File: src/rtl/pwm_pkg.sv
// Shared types, constants and width helper for the PWM fade array.
// Config fields are sized for intervals up to 65535 clocks and steps up to 16 bits.
package pwm_pkg;

  localparam int DEFAULT_INTERVAL = 1200;
  localparam int CFG_W            = 16;

  typedef struct packed {
    logic [CFG_W-1:0] target;
    logic [CFG_W-1:0] step;
  } ch_cfg_t;

  function automatic int duty_w(input int interval);
    return $clog2(interval + 1);
  endfunction

endpackage

File: src/rtl/pwm_fade_array_if.sv
// Host write port of the PWM fade array: one-cycle strobe with channel, target and step.
interface pwm_fade_array_if
  import pwm_pkg::*;
#(
  parameter int PWM_INTERVAL = DEFAULT_INTERVAL,
  parameter int NUM_CH       = 3,
  parameter int STEP_W       = 8
);
  localparam int DW = duty_w(PWM_INTERVAL);
  localparam int CW = (NUM_CH > 1) ? $clog2(NUM_CH) : 1;

  logic              wr_en;
  logic [CW-1:0]     wr_ch;
  logic [DW-1:0]     wr_target;
  logic [STEP_W-1:0] wr_step;

  modport master (output wr_en, output wr_ch, output wr_target, output wr_step);
  modport slave  (input  wr_en, input  wr_ch, input  wr_target, input  wr_step);

endinterface

File: src/rtl/pwm_fade_ch.sv
// One PWM channel: stored target/step, duty that fades toward target once per period,
// and the registered comparator output.
module pwm_fade_ch
  import pwm_pkg::*;
#(
  parameter  int PWM_INTERVAL = DEFAULT_INTERVAL,
  parameter  int STEP_W       = 8,
  localparam int DW           = duty_w(PWM_INTERVAL)
) (
  input  logic              clk,
  input  logic              rst_n,
  input  logic [DW-1:0]     cnt,
  input  logic              wrap,
  input  logic              wr_sel,
  input  logic [DW-1:0]     wr_target,
  input  logic [STEP_W-1:0] wr_step,
  output logic              pwm_out,
  output logic              settled
);

  localparam logic [DW-1:0] MAX_DUTY = DW'(PWM_INTERVAL);

  ch_cfg_t          cfg_reg, cfg_next;
  logic [DW-1:0]    duty_reg, duty_next;
  logic [CFG_W:0]   tgt_x, duty_x, step_x, diff;

  // The fade reads cfg_reg, so a write landing on the wrap edge only counts from the next wrap.
  always_comb begin
    tgt_x     = {1'b0, cfg_reg.target};
    duty_x    = (CFG_W+1)'(duty_reg);
    step_x    = {1'b0, cfg_reg.step};
    diff      = (tgt_x >= duty_x) ? (tgt_x - duty_x) : (duty_x - tgt_x);
    duty_next = duty_reg;
    if (wrap) begin
      if (step_x == '0 || diff <= step_x)
        duty_next = DW'(tgt_x);
      else if (tgt_x > duty_x)
        duty_next = DW'(duty_x + step_x);
      else
        duty_next = DW'(duty_x - step_x);
    end

    cfg_next = cfg_reg;
    if (wr_sel) begin
      cfg_next.target = CFG_W'((wr_target > MAX_DUTY) ? MAX_DUTY : wr_target);
      cfg_next.step   = CFG_W'(wr_step);
    end
  end

  always_ff @(posedge clk or negedge rst_n) begin
    if (!rst_n) begin
      cfg_reg  <= '0;
      duty_reg <= '0;
      pwm_out  <= 1'b0;
      settled  <= 1'b1;
    end else begin
      cfg_reg  <= cfg_next;
      duty_reg <= duty_next;
      pwm_out  <= (cnt < duty_reg);
      settled  <= (CFG_W'(duty_next) == cfg_next.target);
    end
  end

endmodule

File: src/rtl/pwm_fade_array.sv
// Multi-channel PWM with per-channel linear fade; all channels share one period counter
// so duty changes land on period boundaries only.
module pwm_fade_array
  import pwm_pkg::*;
#(
  parameter  int PWM_INTERVAL = DEFAULT_INTERVAL,
  parameter  int NUM_CH       = 3,
  parameter  int STEP_W       = 8,
  localparam int DW           = duty_w(PWM_INTERVAL),
  localparam int CW           = (NUM_CH > 1) ? $clog2(NUM_CH) : 1
) (
  input  logic               clk,
  input  logic               rst_n,
  pwm_fade_array_if.slave    wr,
  output logic [NUM_CH-1:0]  pwm_out,
  output logic [NUM_CH-1:0]  settled,
  output logic               period_start
);

  logic [DW-1:0]     cnt_reg;
  logic              wrap;
  logic [NUM_CH-1:0] wr_sel;

  assign wrap = (cnt_reg == DW'(PWM_INTERVAL - 1));

  always_ff @(posedge clk or negedge rst_n) begin
    if (!rst_n) begin
      cnt_reg      <= '0;
      period_start <= 1'b0;
    end else begin
      cnt_reg      <= wrap ? '0 : cnt_reg + 1'b1;
      period_start <= wrap;
    end
  end

  // Indices at or above NUM_CH match no channel, so such writes fall away.
  generate
    for (genvar gi = 0; gi < NUM_CH; gi++) begin : g_ch
      assign wr_sel[gi] = wr.wr_en && (wr.wr_ch == CW'(gi));

      pwm_fade_ch #(
        .PWM_INTERVAL (PWM_INTERVAL),
        .STEP_W       (STEP_W)
      ) u_ch (
        .clk       (clk),
        .rst_n     (rst_n),
        .cnt       (cnt_reg),
        .wrap      (wrap),
        .wr_sel    (wr_sel[gi]),
        .wr_target (wr.wr_target),
        .wr_step   (wr.wr_step),
        .pwm_out   (pwm_out[gi]),
        .settled   (settled[gi])
      );
    end
  endgenerate

endmodule

File: src/flat_wrapper.sv
// flat-port wrapper written by rule: the top's interface ports become plain ports
module pwm_fade_array_flat import pwm_pkg::*;
#(
  parameter  int PWM_INTERVAL = DEFAULT_INTERVAL,
  parameter  int NUM_CH       = 3,
  parameter  int STEP_W       = 8,
  localparam int DW           = duty_w(PWM_INTERVAL),
  localparam int CW           = (NUM_CH > 1) ? $clog2(NUM_CH) : 1
)
  (clk, rst_n, pwm_out, settled, period_start, wr_wr_en, wr_wr_ch, wr_wr_target, wr_wr_step);
  pwm_fade_array_if #(.PWM_INTERVAL(PWM_INTERVAL), .NUM_CH(NUM_CH), .STEP_W(STEP_W)) wr_i ();
  input  logic clk;
  input  logic rst_n;
  output logic [NUM_CH-1:0] pwm_out;
  output logic [NUM_CH-1:0] settled;
  output logic period_start;
  input wire logic [$bits(wr_i.wr_en)-1:0] wr_wr_en;
  input wire logic [$bits(wr_i.wr_ch)-1:0] wr_wr_ch;
  input wire logic [$bits(wr_i.wr_target)-1:0] wr_wr_target;
  input wire logic [$bits(wr_i.wr_step)-1:0] wr_wr_step;
  assign wr_i.wr_en = wr_wr_en;
  assign wr_i.wr_ch = wr_wr_ch;
  assign wr_i.wr_target = wr_wr_target;
  assign wr_i.wr_step = wr_wr_step;
  pwm_fade_array #(.PWM_INTERVAL(PWM_INTERVAL), .NUM_CH(NUM_CH), .STEP_W(STEP_W)) u_core (.clk(clk), .rst_n(rst_n), .wr(wr_i), .pwm_out(pwm_out), .settled(settled), .period_start(period_start));
endmodule
File: config.mk
export PLATFORM = sky130hd
export DESIGN_NAME = pwm_fade_array_flat
export DESIGN_NICKNAME = d
export VERILOG_FILES = /design/src/rtl/pwm_pkg.sv /design/src/rtl/pwm_fade_array_if.sv /design/src/rtl/pwm_fade_ch.sv /design/src/rtl/pwm_fade_array.sv /design/src/flat_wrapper.sv
export SDC_FILE = /design/constraint.sdc
export NUM_CORES = 1
export LEC_CHECK = 0
export ABC_AREA = 0
export BUFFER_PORTS_ARGS = -buffer_cell sky130_fd_sc_hd__buf_2
export CAP_MARGIN = 10
export CORE_UTILIZATION = 30
export DETAILED_ROUTE_END_ITERATION = 10
export SETUP_SLACK_MARGIN = 0.2
export SLEW_MARGIN = 10
export SYNTH_ARGS = -nofsm -noshare
export SYNTH_HDL_FRONTEND = slang
export SYNTH_HIERARCHICAL = 1
export SYNTH_SLANG_ARGS = --single-unit
File: constraint.sdc
create_clock -name clk -period 10.7 [get_ports clk]
set_input_delay 2.14 -clock clk [delete_from_list [all_inputs] [get_ports clk]]
set_output_delay 2.14 -clock clk [all_outputs]
set_load 0.1 [all_outputs]
==> results.cfg <==
[routing]
drt_iter0_markers = 1137
drc_errors = 0
totalWireLength_um = 39500
firstDrtPassIters = 7
avgRoutedWirePerCell_um = 18.9
count_of_nets_left_with_antenna_violations_after_detail_routing = 0
vias_per_cell = 5.57
via_count_of_the_routed_design = 11600

[synthesis]
postSynthAreaPerCell_sq_um = 8.36
synth-edff-count = 0
synthDominantCellAreaShare_pct = 23.4
netlist_top_cells_area = dfrtp_1 23%, ha_1 15%, xnor2_1 4.8%
synth-main-ff-cell = dfrtp_1
seq_cells_post_synth = 123
synth.distinct_cells = 107
postSynthNetCount = 1723
share_of_synthesized_area_occupied_by_flip_flops_and_latches_pct = 24.0
post-synth-top-area-cell = dfrtp_1
post_synth_inst_count = 1536
ys.warnings.count = 6
mappedNetlistArea_sq_um = 12800
async_reset_ff_share_pct = 100

[timing]
final.min_clock_period_ns = 6.36
remaining_max_slew_budget_at_the_tightest_pin_pct = 37.9
tightestPinTransition_ns = 0.931
total_of_endpoints_with_negative_setup_slack_in_the_final_report = 0
max_clock_freq_mhz = 157
grt_setup_unrepaired = false
timing.final.crit_share_pct = 59.4
setup_tns_ns = 0
report.final.slew_viol_count = 0
fin_skew_ns = 0.0161
hold_viol_final = 0

[floorplanning]
placement_rows = 75
design.die.area_sq_um = 43700
top_level_ports = 31
core_region_area_sq_um = 42100
height_of_the_chip_um = 209
initial_utilization_pct = 30.5
die_x_um = 209

[placement]
dp_hpwl_um = 30800
finalWeightedCongestion = 0.913
place.port_buffers = 30

[clock_network]
cts_sinks = 123
clk_root_buffer_cell = clkbuf_16
insertion_delay_ns = 0.42
ctsLongestPathBuffers = 2
ctsHoldBuffers = 0
quantity_of_gates_resized_following_cts = 0
cts-buffers-inserted = 17
clkSlewWorstSetupHoldPaths_ns = 0.06
cts_tree = yes
post-cts-setup-buffers = 0
h-tree-depth = 4

[min_path]
min_path_type = flip-flop to flip-flop
hold_depth = 2

[cells_and_area]
nNetsFinal = 1720
largest_reg_flops = 72
multiInputGateArea_sq_um = 8950
layout.cells.most_common = ha_1
antenna-diode-count = 0
finish.utilization_pct = 33.2
area_growth_pct = 8.91
seqCellArea_sq_um = 3080
num-fill-cells = 4361
commonest_non_fill_non_tap_cells_in_the_layout = 154 x ha_1, 130 x inv_1, 125 x nand2_1, 120 x dfrtp_1, 107 x o21ai_0
share_of_cells_above_drive_strength_1_pct = 8.54

[grt]
antenna_found_initial = 0
globalRouteMet3Util_pct = 2.72
maximum_number_of_pins_on_one_net_before_global_route_repair = 69
grt_use_met1_pct = 25.3
globalRouteTotalUtil_pct = 18.1
grt_remaining_overflow = 0
grt_pass1_wl_um = 62600
global_route.peak_usage_layer = met2
grt_pass1_vias = 11300
grtUsageMet2_pct = 28.6

[setup_path]
worst_r2r_path_depth = 20
crit_type = flip-flop to flip-flop
setup.worst_path.start_class = flip-flop
ff2ff_setup_slack_ns = 4.34
cp_data_required_time_ns = 11.03
endpoint_kind = flip-flop
worst_ep_arrival_time_ns = 6.69
timing.critical_path.fanout_max = 13

[power_and_ir_drop]
leakage_power_of_the_design_nw = 6.28
worst_ir_drop_vdd_mv = 0.103
total_power_per_unit_cell_area_nw_per_um2 = 161

[run_status]
run_status = finished, final reports clean

[job]
number_of_max_cap_violations = 0
-- power by group --
group          switching, mW  leakage [nW]  internal [mW]
Sequential            0.0341          1.59          0.501
Clock                  0.231         0.273          0.343
Combinational          0.685          4.42          0.457
Total                  0.949          6.28           1.30
-- area by class of cell --
class                           instances  area share, %
Clock inverter                         14           1.04
Sequential cell                       123           22.0
Inverter                              131           3.51
Tap cell                              539           4.82
Timing Repair Buffer                   38           1.55
Multi-Input combinational cell       1222           64.0
Clock buffer                           18           3.07
-- synthesized netlist by cell type, drive strengths merged, types with 34 or more instances --
cell type / instances
mux2i: 34
ha: 154
a21oi: 98
a21o: 43
xor2: 39
inv: 131
nor2: 85
dfrtp: 120
xnor2: 72
nand2: 126
o21ai: 109
nand3: 54
-- worst paths after layout --
kind,start,endpoint
max,u_core/g_ch[2].u_ch/cfg_reg[26],u_core/g_ch[2].u_ch/settled
min,u_core/g_ch[0].u_ch/cfg_reg[30],u_core/g_ch[0].u_ch/cfg_reg[30]
max reg2reg,u_core/g_ch[2].u_ch/cfg_reg[26],u_core/g_ch[2].u_ch/settled
min reg2reg,u_core/g_ch[0].u_ch/cfg_reg[30],u_core/g_ch[0].u_ch/cfg_reg[30]
max in group asynchronous,rst_n,u_core/cnt_reg[8]
min in group asynchronous,rst_n,u_core/g_ch[0].u_ch/cfg_reg[24]
-- metrics by stage --
| step | total power, mW | instance area [sq um] | hold slack (ns) | worst slack, ns | cells |
|---|---|---|---|---|---|
| after detailed placement | 1.66 | 13400 | 0.563 | 4.39 | 2053 |
| after floorplan | 1.40 | 12800 | 0.471 | 5.53 | 1536 |
| after CTS | 2.24 | 14000 | 0.574 | 4.35 | 2085 |
| after global routing | 2.40 | 14000 | 0.589 | 3.81 | 2085 |
| after global placement | 1.64 | 13400 | 0.558 | 4.51 | 2053 |
| final | 2.25 | 14000 | 0.573 | 4.34 | 2085 |
-- cells by family (layout without fill, tap and decap cells) --
family                   count (synthesis)  in the layout  synth area share [%]
AND/OR/NAND/NOR                        475            475                  19.8
AO/OA/AOI/OAI                          430            430                  22.2
buffers and inverters                  191            201                  6.45
adder cells (fa/ha/maj)                163            163                  16.4
flip-flops                             123            123                  24.0
XOR/XNOR                               111            111                  7.62
multiplexers                            43             43                  3.47
-- per-layer routing --
layer	part of all wire [%]	routed length (um)	vias up
li1	-	-	5551
met1	47	18400	5609
met2	45	17900	399
met3	5.6	2220	60
met4	2.4	929	0
met5	0	0	-
-- worst max-delay path, cell delays in order (launching register included) --
cell	delay, ns
dfrtp_1	0.37
inv_1	0.07
ha_1	0.48
a211oi_1	0.48
nand2_1	0.17
a211oi_1	0.39
nor2b_1	0.75
mux2i_1	0.31
xnor2_1	0.18
ha_1	0.29
a21oi_1	0.14
o21ai_0	0.09
a21oi_1	0.16
a21oi_1	0.15
a2111o_1	0.42
or4_1	0.71
nand4_1	0.18
a31oi_1	0.13
xnor2_1	0.25
nand4b_1	0.20
nor4b_2	0.32
No activity file was read; power rests on OpenSTA's default activity.
